### src/rtl/taxi_pkg.sv
// Shared constants for the Taxi state encoder and decoder: grid sizes, widths and FSM state encoding.
package taxi_pkg;

  localparam int unsigned N_ROWS   = 5;
  localparam int unsigned N_COLS   = 5;
  localparam int unsigned N_PASS   = 5;
  localparam int unsigned N_DEST   = 4;
  localparam int unsigned STATE_W  = 9;
  localparam int unsigned ACC_W    = 10;
  localparam int unsigned N_STATES = 500;

  localparam logic [2:0] S_IDLE = 3'd0;
  localparam logic [2:0] S_COL  = 3'd1;
  localparam logic [2:0] S_PASS = 3'd2;
  localparam logic [2:0] S_DEST = 3'd3;
  localparam logic [2:0] S_OUT  = 3'd4;

endpackage

### src/rtl/taxi_encoder_if.sv
// Handshake bundle between the environment step logic (master) and the Taxi encoder (slave).
interface taxi_encoder_if;

  logic                         in_valid;
  logic                         in_ready;
  logic [2:0]                   taxi_row;
  logic [2:0]                   taxi_col;
  logic [2:0]                   pass_idx;
  logic [1:0]                   dest_idx;
  logic                         out_valid;
  logic                         out_ready;
  logic [taxi_pkg::STATE_W-1:0] encoded_state;
  logic                         err;

  modport master (
    output in_valid, taxi_row, taxi_col, pass_idx, dest_idx, out_ready,
    input  in_ready, out_valid, encoded_state, err
  );

  modport slave (
    input  in_valid, taxi_row, taxi_col, pass_idx, dest_idx, out_ready,
    output in_ready, out_valid, encoded_state, err
  );

endinterface

### src/rtl/taxi_horner_step.sv
// One Horner step, acc_next = acc*K + x, with the constant multiply built as a shift-add over K's set bits.
module taxi_horner_step #(
  parameter int unsigned K     = 5,
  parameter int unsigned ACC_W = 10,
  parameter int unsigned X_W   = 3
) (
  input  logic [ACC_W-1:0] acc,
  input  logic [X_W-1:0]   x,
  output logic [ACC_W-1:0] acc_next
);

  localparam logic [3:0] K_BITS = 4'(K);

  logic [ACC_W-1:0] prod_s;

  // Shift-add constant multiply followed by the digit add
  always_comb begin
    prod_s = '0;
    for (int i = 0; i < 4; i++) begin
      if (K_BITS[i]) begin
        prod_s = prod_s + (acc << i);
      end else begin
        prod_s = prod_s;
      end
    end
    acc_next = prod_s + ACC_W'(x);
  end

endmodule

### src/rtl/taxi_encoder.sv
// Taxi state encoder: ((row*5+col)*5+pass)*4+dest via a 4-step Horner FSM with valid/ready on both sides.
// Optional range check on accepted fields is enabled by defining TAXI_ENC_RANGE_CHECK_EN.
module taxi_encoder
  import taxi_pkg::*;
(
  input  logic           clk,
  input  logic           rst,
  taxi_encoder_if.slave  bus
);

  logic [2:0]         state_q, state_d;
  logic [ACC_W-1:0]   acc_q, acc_d;
  logic [2:0]         col_q, col_d;
  logic [2:0]         pass_q, pass_d;
  logic [1:0]         dest_q, dest_d;
  logic               err_q, err_d;
  logic               in_ready_q, in_ready_d;
  logic               out_valid_q, out_valid_d;
  logic [STATE_W-1:0] enc_q, enc_d;
  logic               err_out_q, err_out_d;

  logic [ACC_W-1:0]   acc_col_s, acc_pass_s, acc_dest_s;
  logic               range_err_s;
  logic               accept_s;

  taxi_horner_step #(.K(N_COLS), .ACC_W(ACC_W), .X_W(3)) u_step_col (
    .acc(acc_q), .x(col_q), .acc_next(acc_col_s)
  );
  taxi_horner_step #(.K(N_PASS), .ACC_W(ACC_W), .X_W(3)) u_step_pass (
    .acc(acc_q), .x(pass_q), .acc_next(acc_pass_s)
  );
  taxi_horner_step #(.K(N_DEST), .ACC_W(ACC_W), .X_W(2)) u_step_dest (
    .acc(acc_q), .x(dest_q), .acc_next(acc_dest_s)
  );

`ifdef TAXI_ENC_RANGE_CHECK_EN
  assign range_err_s = (bus.taxi_row >= 3'(N_ROWS)) ||
                       (bus.taxi_col >= 3'(N_COLS)) ||
                       (bus.pass_idx >= 3'(N_PASS));
`else
  assign range_err_s = 1'b0;
`endif

  assign accept_s = bus.in_valid & in_ready_q;

  // Next-state, accumulator and output-register logic
  always_comb begin
    state_d     = state_q;
    acc_d       = acc_q;
    col_d       = col_q;
    pass_d      = pass_q;
    dest_d      = dest_q;
    err_d       = err_q;
    in_ready_d  = in_ready_q;
    out_valid_d = out_valid_q;
    enc_d       = enc_q;
    err_out_d   = err_out_q;
    case (state_q)
      S_IDLE: begin
        if (accept_s) begin
          state_d    = S_COL;
          acc_d      = ACC_W'(bus.taxi_row);
          col_d      = bus.taxi_col;
          pass_d     = bus.pass_idx;
          dest_d     = bus.dest_idx;
          err_d      = range_err_s;
          in_ready_d = 1'b0;
        end else begin
          state_d = S_IDLE;
        end
      end
      S_COL: begin
        acc_d   = acc_col_s;
        state_d = S_PASS;
      end
      S_PASS: begin
        acc_d   = acc_pass_s;
        state_d = S_DEST;
      end
      S_DEST: begin
        // Output registers load on the edge entering S_OUT so they are valid with out_valid
        acc_d       = acc_dest_s;
        state_d     = S_OUT;
        out_valid_d = 1'b1;
        enc_d       = err_q ? {STATE_W{1'b0}} : acc_dest_s[STATE_W-1:0];
        err_out_d   = err_q;
      end
      S_OUT: begin
        if (bus.out_ready) begin
          state_d     = S_IDLE;
          out_valid_d = 1'b0;
          in_ready_d  = 1'b1;
        end else begin
          state_d = S_OUT;
        end
      end
      default: begin
        state_d     = S_IDLE;
        acc_d       = {ACC_W{1'b0}};
        in_ready_d  = 1'b1;
        out_valid_d = 1'b0;
      end
    endcase
  end

  // State and datapath registers with asynchronous reset
  always_ff @(posedge clk or posedge rst) begin
    if (rst) begin
      state_q     <= S_IDLE;
      acc_q       <= {ACC_W{1'b0}};
      col_q       <= 3'd0;
      pass_q      <= 3'd0;
      dest_q      <= 2'd0;
      err_q       <= 1'b0;
      in_ready_q  <= 1'b1;
      out_valid_q <= 1'b0;
      enc_q       <= {STATE_W{1'b0}};
      err_out_q   <= 1'b0;
    end else begin
      state_q     <= state_d;
      acc_q       <= acc_d;
      col_q       <= col_d;
      pass_q      <= pass_d;
      dest_q      <= dest_d;
      err_q       <= err_d;
      in_ready_q  <= in_ready_d;
      out_valid_q <= out_valid_d;
      enc_q       <= enc_d;
      err_out_q   <= err_out_d;
    end
  end

  assign bus.in_ready      = in_ready_q;
  assign bus.out_valid     = out_valid_q;
  assign bus.encoded_state = enc_q;
  assign bus.err           = err_out_q;

endmodule

### src/flat_wrapper.sv
// flat-port wrapper written by rule: the top's interface ports become plain ports
module taxi_encoder_flat import taxi_pkg::*;
  (clk, rst, bus_in_valid, bus_taxi_row, bus_taxi_col, bus_pass_idx, bus_dest_idx, bus_out_ready, bus_in_ready, bus_out_valid, bus_encoded_state, bus_err);
  taxi_encoder_if bus_i ();
  input  logic clk;
  input  logic rst;
  input wire logic [$bits(bus_i.in_valid)-1:0] bus_in_valid;
  input wire logic [$bits(bus_i.taxi_row)-1:0] bus_taxi_row;
  input wire logic [$bits(bus_i.taxi_col)-1:0] bus_taxi_col;
  input wire logic [$bits(bus_i.pass_idx)-1:0] bus_pass_idx;
  input wire logic [$bits(bus_i.dest_idx)-1:0] bus_dest_idx;
  input wire logic [$bits(bus_i.out_ready)-1:0] bus_out_ready;
  output wire logic [$bits(bus_i.in_ready)-1:0] bus_in_ready;
  output wire logic [$bits(bus_i.out_valid)-1:0] bus_out_valid;
  output wire logic [$bits(bus_i.encoded_state)-1:0] bus_encoded_state;
  output wire logic [$bits(bus_i.err)-1:0] bus_err;
  assign bus_i.in_valid = bus_in_valid;
  assign bus_i.taxi_row = bus_taxi_row;
  assign bus_i.taxi_col = bus_taxi_col;
  assign bus_i.pass_idx = bus_pass_idx;
  assign bus_i.dest_idx = bus_dest_idx;
  assign bus_i.out_ready = bus_out_ready;
  assign bus_in_ready = bus_i.in_ready;
  assign bus_out_valid = bus_i.out_valid;
  assign bus_encoded_state = bus_i.encoded_state;
  assign bus_err = bus_i.err;
  taxi_encoder u_core (.clk(clk), .rst(rst), .bus(bus_i));
endmodule
### config.mk
export PLATFORM = sky130hd
export DESIGN_NAME = taxi_encoder_flat
export DESIGN_NICKNAME = d
export VERILOG_FILES = /design/src/rtl/taxi_pkg.sv /design/src/rtl/taxi_encoder_if.sv /design/src/rtl/taxi_horner_step.sv /design/src/rtl/taxi_encoder.sv /design/src/flat_wrapper.sv
export SDC_FILE = /design/constraint.sdc
export NUM_CORES = 1
export LEC_CHECK = 0
export ABC_AREA = 0
export CELL_PAD_IN_SITES_DETAIL_PLACEMENT = 0
export CELL_PAD_IN_SITES_GLOBAL_PLACEMENT = 2
export CORE_MARGIN = 4
export CORE_UTILIZATION = 36
export CTS_BUF_LIST = sky130_fd_sc_hd__clkbuf_4
export DETAILED_ROUTE_END_ITERATION = 6
export PLACE_DENSITY = 0.85
export SYNTH_ARGS = -nofsm -noshare
export SYNTH_HDL_FRONTEND = slang
export SYNTH_SLANG_ARGS = --single-unit
### constraint.sdc
create_clock -name clk -period 2.4 [get_ports clk]
set_input_delay 0.48 -clock clk [delete_from_list [all_inputs] [get_ports clk]]
set_output_delay 0.48 -clock clk [all_outputs]
set_load 0.02 [all_outputs]
==> run_results.csv <==
group,metric,value,unit
floorplanning,num_rows,23,
sta,final-setup-viol-count,0,
sta,layout_min_cycle_time,2.18,ns
cells_and_area,area_growth,23.7,%
grt,grtUsageTotal,0.132,
logic_synthesis,syn_area,0.00157,mm2
cts,cts_buffers,5,
cells_and_area,fin_util,0.471,
critical_path,crit_path_top_delay_cell,"fa_1",
place,place_congestion,0.832,
critical_path,critPathArrivalTime,2.37,ns
logic_synthesis,ys_seq_elements,29,
run_status,status,"complete, no violations",
cts,root_buffer,"clkbuf_4",
cells_and_area,num_antenna_cells,0,
grt,grt_pass1_vias,1136,
floorplanning,design.core.area,0.00412,mm2
critical_path,cp_cell_sequence,"nor2_1, nand2_1, mux2_2, ha_1, fa_1, xor2_1, a222oi_1, o21ai_0",
sta,drv_slew,0,
min_path,hp-class,"register to register",
cts,htree_levels,2,
cts,cts.repair.resized,0,
logic_synthesis,synthCells,131,
logic_synthesis,avgSynthCellArea,12.0,um2
sta,tightest_slew,0.540,ns
sta,finalSetupTns,0,ns
detailed_routing,wl_per_cell,14.6,um
logic_synthesis,ys_async_sr_fraction,1.00,
detailed_routing,routed_wl,3.14,mm
grt,grt_antenna_before_repair,0,
sta,period_share,0.906,
detailed_routing,postRouteAntennaNets,0,
logic_synthesis,seq_area_frac_synth,0.464,
grt,grt_pass1_wl,5.33,mm
critical_path,cp-start-kind,"register",
sta,hold_ws,0.497,ns
floorplanning,die_x,74.0,um
sta,rsz0062_at_grt,"false",
power_and_ir_drop,ir_worst_vdd,162,uV
detailed_routing,drt-initial-drc-count,107,
detailed_routing,vias,1099,
cts,clk_pin_slew,0.08,ns
detailed_routing,drc,0,
sta,timing.fmax,460,MHz
cells_and_area,fillerInstances,395,
grt,grt_overflow,0,
sta,finalClockSkew,0.00742,ns
logic_synthesis,synth-main-ff-cell,"dfrtp_1",
critical_path,crit_family,"adder cells",
power_and_ir_drop,p_leak,0.934,nW
floorplanning,die_y,74.0,um
power_and_ir_drop,p_total,0.837,mW
critical_path,critPathMaxStageDelay,0.40,ns
floorplanning,initial_core_util,0.381,
place,io_buffers,25,
critical_path,worstPathMaxFanout,3,
sta,finalHoldViolCount,0,
logic_synthesis,synth_enable_flop_cells,0,
cells_and_area,nNetsFinal,188,
cts,cts_tree,"done",
power_and_ir_drop,powerDensity,432,mW/mm2
logic_synthesis,synth_cell_types,33,
logic_synthesis,yosysWarnings,0,
floorplanning,io-pin-count,27,
cts,cts_max_path_buffers,2,
critical_path,crit_type,"register to register",
logic_synthesis,syn_nets,155,
floorplanning,dieArea,0.00547,mm2
place,hpwl,2.40,mm
grt,grt_start_max_net_pins,30,
cts,postCtsSetupRepairBufs,0,
cells_and_area,drive_above_1_share,0.230,
critical_path,cp-end-kind,"register",
cts,cts_num_sinks,29,
run,max_cap_violations,0,
detailed_routing,dr.pass1.iters,4,
cts,clkLatencyLatePin,0.32,ns
detailed_routing,avgViaCountPerCell,5.11,
sta,slew_headroom,0.637,
cts,hold_buffers,0,
critical_path,cp.required,2.60,ns
critical_path,crit_buf_inv,0,
[metrics by stage]
| stage | instances | setup WS, ns | area, um2 |
|---|---|---|---|
| 3_3_place_gp | 207 | 0.253 | 1880 |
| 4_1_cts | 215 | 0.218 | 1940 |
| 6_report | 215 | 0.225 | 1940 |
| 2_1_floorplan | 131 | 0.228 | 1570 |
| 5_1_grt | 215 | 0.0412 | 1940 |
| 3_5_place_dp | 207 | 0.235 | 1880 |
[state kept, by name, indices dropped and copies added (netlist names)]
register,cells
u_core.acc_q,7
u_core.bus.encoded_state,9
u_core.bus.in_ready,1
u_core.bus.out_valid,1
u_core.col_q,3
u_core.dest_q,2
u_core.pass_q,3
u_core.state_q,3
[Yosys cell counts, types with 4 or more instances]
master   count  area share
inv_1        6       0.014
a21oi_1      6       0.019
mux2_4       5       0.048
a22oi_1      4       0.019
dfrtp_1     28        0.45
o21ai_0      7       0.022
mux2_2      14        0.10
xor2_1       5       0.028
ha_1         7       0.056
nand2_1      6       0.014
nor2_1       7       0.017
xnor2_1      4       0.022
[cell usage in the layout (no fill, tap or decap), drive strengths merged, types with 4 or more instances in the layout]
| cell type | count |
|---|---|
| buf | 7 |
| mux2 | 20 |
| o21ai | 7 |
| clkdlybuf4s50 | 25 |
| inv | 6 |
| a22oi | 4 |
| a21oi | 6 |
| nor2 | 7 |
| ha | 7 |
| dfrtp | 28 |
| nand2 | 6 |
| xnor2 | 4 |
| clkbuf | 8 |
| xor2 | 5 |
[logic make-up after synthesis]
| logic type | after synthesis | synth area share |
|---|---|---|
| adders and majority gates | 9 | 0.0815 |
| muxes | 20 | 0.156 |
| xor gates and xnor gates | 9 | 0.0503 |
| and+or+nand+nor | 25 | 0.0879 |
| AOI/OAI and AO/OA | 26 | 0.109 |
| buffers and inverters | 12 | 0.0487 |
| other | 1 | 0.00239 |
| DFF | 29 | 0.464 |
[cell type report]
type / count / area [um2] / share of cell area
Sequential cell: 29 / 727 / 0.375
Multi-Input combinational cell: 90 / 763 / 0.394
Clock buffer: 8 / 60.1 / 0.0310
Timing Repair Buffer: 32 / 303 / 0.156
Tap cell: 50 / 62.6 / 0.0323
Inverter: 6 / 22.5 / 0.0116
[final timing paths]
kind / startpoint / to / slack, ns / depth (start not counted)
max reg2reg: u_core.state_q[2] / u_core.acc_q[2] / 0.22 / 8
max in group asynchronous: rst / u_core.bus.in_ready / 1.56 / 3
min reg2reg: u_core.pass_q[1] / u_core.pass_q[1] / 0.50 / 1
max: u_core.state_q[2] / u_core.acc_q[2] / 0.22 / 8
min in group asynchronous: rst / u_core.acc_q[6] / 0.53 / 3
min: u_core.pass_q[1] / u_core.pass_q[1] / 0.50 / 1
[routing by layer]
layer | vias up | routed length [um] | track usage
met5 | - | 0 | 0
met4 | 0 | 47 | 0.0724
met3 | 4 | 156 | 0.0392
met2 | 27 | 1510 | 0.209
met1 | 534 | 1420 | 0.163
li1 | 534 | - | -
[report_power, final]
part | leakage [nW] | total (mW) | internal, mW | switching [mW]
Clock | 0.0368 | 0.308 | 0.150 | 0.158
Combinational | 0.521 | 0.0407 | 0.0237 | 0.0170
Sequential | 0.376 | 0.488 | 0.488 | 0
Total | 0.934 | 0.837 | 0.662 | 0.175
[worst reg2reg max path, stage by stage (launching register included)]
cell and delay, ns:
dfrtp_1 0.38, nor2_1 0.10, nand2_1 0.11, mux2_2 0.29, ha_1 0.20, fa_1 0.40
xor2_1 0.16, a222oi_1 0.30, o21ai_0 0.11
Power figures use the tool's default switching activity.
